===== src/rtl/pc_pkg.sv =====
// Shared definitions for the fetch-PC prediction unit.
//   - Opcode constants for the control instructions resolved in execute.
//   - Encodings for the 2-bit saturating branch counters.
//   - Small helpers: control-opcode test and saturating counter steps.
package pc_pkg;

    localparam logic [4:0] OP_J   = 5'b00001;
    localparam logic [4:0] OP_BNE = 5'b00010;
    localparam logic [4:0] OP_JAL = 5'b00011;
    localparam logic [4:0] OP_JR  = 5'b00100;
    localparam logic [4:0] OP_BLT = 5'b00110;

    typedef enum logic [1:0] {
        SNT = 2'd0,
        WNT = 2'd1,
        WT  = 2'd2,
        ST  = 2'd3
    } satCounterT;

    function automatic logic isControlOp(input logic [4:0] op);
        return (op == OP_J) || (op == OP_BNE) || (op == OP_JAL) ||
               (op == OP_JR) || (op == OP_BLT);
    endfunction

    function automatic satCounterT counterUp(input satCounterT c);
        case (c)
            SNT:     return WNT;
            WNT:     return WT;
            default: return ST;
        endcase
    endfunction

    function automatic satCounterT counterDown(input satCounterT c);
        case (c)
            ST:      return WT;
            WT:      return WNT;
            default: return SNT;
        endcase
    endfunction

endpackage


===== src/rtl/pc_btb.sv =====
// Direct-mapped branch target buffer with 2-bit saturating counters.
// Ports:
//   clock, reset          - rising-edge clock, asynchronous active-high reset
//   lookupPC              - fetch address to predict for
//   predTaken/predTarget  - combinational prediction for lookupPC
//   updateEn              - a resolved control instruction is written this edge
//   updatePC              - PC of the resolved instruction (gives index/tag)
//   updateTaken           - actual outcome of the resolved instruction
//   updateTarget          - actual target of the resolved instruction
// Lookup reads the stored state only, so a same-cycle write to the same index
// is seen by lookups from the following cycle onwards.
module pc_btb
    import pc_pkg::*;
#(
    parameter int WIDTH       = 32,
    parameter int BTB_ENTRIES = 16
) (
    input  logic             clock,
    input  logic             reset,
    input  logic [WIDTH-1:0] lookupPC,
    output logic             predTaken,
    output logic [WIDTH-1:0] predTarget,
    input  logic             updateEn,
    input  logic [WIDTH-1:0] updatePC,
    input  logic             updateTaken,
    input  logic [WIDTH-1:0] updateTarget
);

    localparam int IDX_W = $clog2(BTB_ENTRIES);
    localparam int TAG_W = WIDTH - IDX_W;

    logic             validArr   [BTB_ENTRIES];
    logic [TAG_W-1:0] tagArr     [BTB_ENTRIES];
    logic [WIDTH-1:0] targetArr  [BTB_ENTRIES];
    satCounterT       counterArr [BTB_ENTRIES];

    logic [IDX_W-1:0] lookIdx;
    logic [TAG_W-1:0] lookTag;
    logic             lookHit;
    logic [IDX_W-1:0] updIdx;
    logic [TAG_W-1:0] updTag;
    logic             updHit;

    assign lookIdx = lookupPC[IDX_W-1:0];
    assign lookTag = lookupPC[WIDTH-1:IDX_W];
    assign lookHit = validArr[lookIdx] && (tagArr[lookIdx] == lookTag);

    // Only the upper counter bit decides the direction.
    assign predTaken  = lookHit && counterArr[lookIdx][1];
    assign predTarget = predTaken ? targetArr[lookIdx] : (lookupPC + WIDTH'(1));

    assign updIdx = updatePC[IDX_W-1:0];
    assign updTag = updatePC[WIDTH-1:IDX_W];
    assign updHit = validArr[updIdx] && (tagArr[updIdx] == updTag);

    // One register slice per entry; reset clears every entry at once, so a
    // write in flight when reset rises leaves nothing behind.
    generate
        for (genvar gi = 0; gi < BTB_ENTRIES; gi++) begin : gEntry
            always_ff @(posedge clock or posedge reset) begin
                if (reset) begin
                    validArr[gi]   <= 1'b0;
                    tagArr[gi]     <= '0;
                    targetArr[gi]  <= '0;
                    counterArr[gi] <= WNT;
                end else if (updateEn && (updIdx == IDX_W'(gi))) begin
                    if (updateTaken) begin
                        targetArr[gi] <= updateTarget;
                        if (updHit) begin
                            counterArr[gi] <= counterUp(counterArr[gi]);
                        end else begin
                            // Allocation replaces whatever aliased here.
                            validArr[gi]   <= 1'b1;
                            tagArr[gi]     <= updTag;
                            counterArr[gi] <= WT;
                        end
                    end else if (updHit) begin
                        counterArr[gi] <= counterDown(counterArr[gi]);
                    end
                end
            end
        end
    endgenerate

endmodule


===== src/rtl/pc_predict_unit.sv =====
// Fetch-PC unit with BTB-based next-PC prediction.
// Ports:
//   clock, reset                      - rising-edge clock, async active-high reset
//   stall                             - hold the fetch PC (hazard)
//   fetchPC                           - current fetch address
//   fetchPredTaken/fetchPredTarget    - prediction for fetchPC, carried to execute
//   executeValid/PC/Opcode            - instruction in execute
//   executeT/A/Immediate, neq, lt     - operands used to resolve the outcome
//   executePredTaken/Target           - prediction that travelled with it
//   flush                             - kill fetch/decode on a mispredict
//   branchCount/mispredictCount       - statistics since reset
module pc_predict_unit
    import pc_pkg::*;
#(
    parameter int               WIDTH       = 32,
    parameter int               BTB_ENTRIES = 16,
    parameter logic [WIDTH-1:0] RESET_PC    = '0
) (
    input  logic             clock,
    input  logic             reset,
    input  logic             stall,
    output logic [WIDTH-1:0] fetchPC,
    output logic             fetchPredTaken,
    output logic [WIDTH-1:0] fetchPredTarget,
    input  logic             executeValid,
    input  logic [WIDTH-1:0] executePC,
    input  logic [4:0]       executeOpcode,
    input  logic [WIDTH-1:0] executeT,
    input  logic [WIDTH-1:0] executeA,
    input  logic [WIDTH-1:0] executeImmediate,
    input  logic             neq,
    input  logic             lt,
    input  logic             executePredTaken,
    input  logic [WIDTH-1:0] executePredTarget,
    output logic             flush,
    output logic [WIDTH-1:0] branchCount,
    output logic [WIDTH-1:0] mispredictCount
);

    logic [WIDTH-1:0] pcReg;
    logic [WIDTH-1:0] pcNext;
    logic [WIDTH-1:0] branchCountReg;
    logic [WIDTH-1:0] mispredictCountReg;

    logic             isControl;
    logic             actTaken;
    logic [WIDTH-1:0] actTarget;
    logic [WIDTH-1:0] seqNext;
    logic [WIDTH-1:0] branchTarget;
    logic [WIDTH-1:0] correctNext;
    logic             mispredict;
    logic             btbUpdateEn;

    // Misprediction is judged purely on the carried target, so the carried
    // direction bit is not needed here.
    logic unusedPredTaken;
    assign unusedPredTaken = executePredTaken;

    assign seqNext      = executePC + WIDTH'(1);
    assign branchTarget = executePC + WIDTH'(1) + executeImmediate;

    always_comb begin
        isControl = 1'b0;
        actTaken  = 1'b0;
        actTarget = seqNext;
        case (executeOpcode)
            OP_J, OP_JAL: begin
                isControl = 1'b1;
                actTaken  = 1'b1;
                actTarget = executeT;
            end
            OP_JR: begin
                isControl = 1'b1;
                actTaken  = 1'b1;
                actTarget = executeA;
            end
            OP_BNE: begin
                isControl = 1'b1;
                actTaken  = neq;
                actTarget = branchTarget;
            end
            OP_BLT: begin
                isControl = 1'b1;
                actTaken  = lt;
                actTarget = branchTarget;
            end
            default: ;
        endcase
    end

    assign correctNext = actTaken ? actTarget : seqNext;

    // A stale prediction on a non-control instruction also mispredicts.
    assign mispredict  = executeValid && (executePredTarget != correctNext);
    assign flush       = mispredict && !reset;
    assign btbUpdateEn = executeValid && isCtrlGate(isControl);

    function automatic logic isCtrlGate(input logic c);
        return c;
    endfunction

    pc_btb #(
        .WIDTH       (WIDTH),
        .BTB_ENTRIES (BTB_ENTRIES)
    ) uBtb (
        .clock        (clock),
        .reset        (reset),
        .lookupPC     (pcReg),
        .predTaken    (fetchPredTaken),
        .predTarget   (fetchPredTarget),
        .updateEn     (btbUpdateEn),
        .updatePC     (executePC),
        .updateTaken  (actTaken),
        .updateTarget (actTarget)
    );

    // Redirect beats stall: a held PC would refetch down the wrong path.
    always_comb begin
        pcNext = fetchPredTarget;
        if (mispredict) begin
            pcNext = correctNext;
        end else if (stall) begin
            pcNext = pcReg;
        end
    end

    always_ff @(posedge clock or posedge reset) begin
        if (reset) begin
            pcReg              <= RESET_PC;
            branchCountReg     <= '0;
            mispredictCountReg <= '0;
        end else begin
            pcReg <= pcNext;
            if (btbUpdateEn) begin
                branchCountReg <= branchCountReg + WIDTH'(1);
            end
            if (mispredict) begin
                mispredictCountReg <= mispredictCountReg + WIDTH'(1);
            end
        end
    end

    assign fetchPC         = pcReg;
    assign branchCount     = branchCountReg;
    assign mispredictCount = mispredictCountReg;

endmodule

===== config.mk =====
export PLATFORM = sky130hd
export DESIGN_NAME = pc_predict_unit
export DESIGN_NICKNAME = d
export VERILOG_FILES = /design/src/rtl/pc_pkg.sv /design/src/rtl/pc_btb.sv /design/src/rtl/pc_predict_unit.sv
export SDC_FILE = /design/constraint.sdc
export NUM_CORES = 2
export LEC_CHECK = 0
export ABC_AREA = 0
export ABC_CLOCK_PERIOD_IN_PS = 73700
export BUFFER_PORTS_ARGS = -buffer_cell sky130_fd_sc_hd__buf_2
export CELL_PAD_IN_SITES_DETAIL_PLACEMENT = 1
export CELL_PAD_IN_SITES_GLOBAL_PLACEMENT = 2
export CORE_ASPECT_RATIO = 1.2
export CORE_MARGIN = 2
export CORE_UTILIZATION = 47
export CTS_BUF_LIST = sky130_fd_sc_hd__clkbuf_2 sky130_fd_sc_hd__clkbuf_4 sky130_fd_sc_hd__clkbuf_8
export DETAILED_ROUTE_END_ITERATION = 10
export GPL_ROUTABILITY_DRIVEN = 0
export PLACE_DENSITY = 0.93
export SLEW_MARGIN = 20
export SYNTH_ARGS = -nofsm -noshare
export SYNTH_HDL_FRONTEND = slang
export SYNTH_SLANG_ARGS = --single-unit

===== constraint.sdc =====
create_clock -name clock -period 73.7 [get_ports clock]
set_clock_uncertainty 0.2 [all_clocks]
set_input_delay 11.055 -clock clock [delete_from_list [all_inputs] [get_ports clock]]
set_output_delay 11.055 -clock clock [all_outputs]
set_load 0.05 [all_outputs]

==> reports/metrics.csv <==
stage;metric;value;unit
synth;Synth top area share;0.464;
floorplan;Die Height;391;µm
clock_tree;postcts setup bufs;0;
floorplan;# IOs;302;
min_path;worst hold path type;flip-flop to flip-flop;
route;post-route ant nets;0;
clock_tree;clock buffer depth;3;
clock_tree;hold buffers post-CTS;0;
timing;crit path time final;30.09;ns
final_layout;Layout area overhead;11.6;%
final_layout;share of cells above drive strength 1;0.309;
synth;most frequent cell after synthesis;dfrtp_1;
final_layout;Layout Nets;5434;
route;Via Count;45800;
synth;Synth Warn #;0;
timing;# setup viols final;0;
worst_setup_path;Worst Setup End Kind;output pin;
route;drt first-iter violations;4384;
global_routing;gr usage total;0.338;
worst_setup_path;CP Class;input port to output pin;
synth;top cells by area, synth;dfrtp_1 46%, mux4_2 15%, mux2_2 8.6%;
floorplan;Row Count;142;
synth;mapped cell area;58700;µm²
route;drt total wl;217000;µm
job;maxcap violations;0;
synth;EDFF count, synth;0;
floorplan;Die X;327;µm
clock_tree;CTS tree;yes;
synth;dominant cell type by area after synthesis;dfrtp_1;
power;Static Leak;29.3;nW
worst_setup_path;CP Max Fanout;40;
power;VDD IR max;0.0183;mV
timing;RSZ-0062 raised after global routing;false;
synth;ys async rst share;1.00;
clock_tree;Num CTS Buffers;180;
synth;synthesized area per cell;11.5;µm²
route;vias per inst;6.52;
global_routing;global route overflow;0;
timing;Final Worst Setup Slack;43.61;ns
global_routing;vias in the first global route;49000;
worst_setup_path;CP Launch Type;input port;
synth;Synth top cells by count;1088 x dfrtp_1, 752 x nand2_1, 698 x o21ai_0;
timing;final hold violation count;0;
power;power density over cell area;23.0;nW/µm²
timing;Pins Over Slew Limit;0;
run_status;outcome;finished, final reports clean;
clock_tree;Worst-path clk slew;0.06;ns
clock_tree;clk root buf;clkbuf_8;
synth;sequential area share after synthesis;0.471;
placement;Port Buffers;300;
synth;flop and latch count out of synthesis;1104;
clock_tree;PostCTS Resize Cnt;0;
synth;syn_nets;5308;
global_routing;met1 GRT Util;0.406;
route;Routed wire per std cell;30.9;µm
clock_tree;Clock Latency Late Sink;0.92;ns
clock_tree;H-tree depth;4;
route;DRC viols;0;
floorplan;die area;128000;µm²
global_routing;first-pass GRT wire length;321000;µm
worst_setup_path;crit path DAT;18.84;ns
timing;relative slew slack;0.232;
synth;distinct cell type count after synthesis;88;
global_routing;pin count of the biggest net entering global routing;188;
floorplan;Initial Util;0.472;
timing;Worst-Margin Slew;1.15;ns
placement;Final HPWL DP;139000;µm
global_routing;met3 usage;0.0914;
global_routing;initial antenna violation count;32;
timing;Achievable Freq;33.2;MHz
clock_tree;Sink Count;1104;
placement;pre-CTS setup slack;43.84;ns
worst_setup_path;reg2reg setup slack;67.57;ns
global_routing;met2 usage;0.530;
timing;setup_tns;0;ns
route;First-pass DRT Iterations;6;
worst_setup_path;CP required;62.45;ns
synth;Syn Inst Count;5092;
global_routing;Most Crowded Layer GR;met2;
timing;fin crit share;0.408;
floorplan;core area;124000;µm²
synth;Top FF cell, synth;dfrtp_1;
## report_power, final
| group | switching (mW) | internal [mW] | total (mW) |
|---|---|---|---|
| Sequential | 0.0297 | 0.623 | 0.653 |
| Combinational | 0.183 | 0.0861 | 0.269 |
| Clock | 0.263 | 0.321 | 0.584 |
## path summary, 6_finish.rpt
| path | endpoint | start | cells past startpoint |
|---|---|---|---|
| max in group asynchronous | uBtb.targetArr[362] | reset | 7 |
| setup / recovery | flush | executePC[1] | 22 |
| min in group asynchronous | mispredictCount[29] | reset | 2 |
| setup reg to reg | fetchPC[22] | fetchPC[1] | 13 |
| hold / removal | mispredictCount[31] | mispredictCount[31] | 1 |
| hold reg to reg | mispredictCount[31] | mispredictCount[31] | 1 |
## metal layers
layer  share of wire  vias up
met5          0.0013        -
met4           0.073       32
met3           0.088      782
met2            0.47     2213
met1            0.37    24000
li1                -    18800
## sequential cells by signal (all words and copies together) (netlist names)
| name | flops |
|---|---|
| uBtb.targetArr | 512 |
| uBtb.validArr | 16 |
| fetchPC | 32 |
| uBtb.counterArr | 32 |
| branchCount | 32 |
| uBtb.tagArr | 448 |
| mispredictCount | 32 |
## layout make-up
class | count | area, µm²
multi-input combinational | 3485 | 29300
timing repair buffer | 401 | 2350
tap | 1656 | 2070
clock inverter | 27 | 288
sequential | 1104 | 27700
clock buffer | 295 | 3620
fill | 13000 | 58900
antenna | 16 | 40.0
inverter | 46 | 180
## critical path, stage by stage
cell and delay, ns:
buf_4 0.52, ha_1 0.40, nand3_1 0.40, or4_1 0.71
nor4_1 0.32, xor2_1 0.58, ha_1 0.46, a21oi_1 0.29
o21a_1 0.27, a21oi_1 0.10, o211ai_1 0.21, o32ai_1 0.12
nor3b_1 0.70, mux2i_1 0.19, nor4_1 0.45, nand4_1 0.17
or4_1 0.52, buf_4 0.34, nand2_2 0.16, buf_4 0.48
nor2_1 0.09, buf_2 0.23
## kinds of logic after synthesis
family / count (synthesis) / synth area share
buf+inv: 503 / 0.0341
fa+ha+maj: 44 / 0.00951
flops: 1104 / 0.471
xor+xnor: 221 / 0.0337
mux: 963 / 0.259
compound gates: 993 / 0.0961
simple gates: 1264 / 0.0962
## layout by cell type (no fill, tap or decap), types with 21 or more instances in the layout
master / n
nor3_1: 40
o22ai_1: 25
mux2i_1: 115
o21ai_0: 693
mux4_2: 402
clkbuf_4: 71
nor2_1: 132
buf_4: 96
a21oi_1: 71
clkbuf_8: 225
mux2_2: 446
dfrtp_1: 1084
nand4_1: 70
a31oi_1: 21
buf_2: 297
xnor2_1: 155
and3_1: 35
ha_1: 43
nand2_1: 735
xor2_1: 63
inv_1: 44
nand2b_1: 29
nand3_1: 74
## metrics by stage
step	area, µm²	instances	power [mW]	utilization	hold WS (ns)
after detailed placement	61500	6691	0.924	0.495	0.265
after global routing	65500	7024	1.55	0.527	0.301
after floorplan	58700	5092	0.828	-	0.245
after global placement	61500	6691	0.917	0.495	0.256
final	65500	7030	1.51	0.527	0.269
after CTS	65400	7013	1.51	0.526	0.276
(Power assumes the default switching activity.)
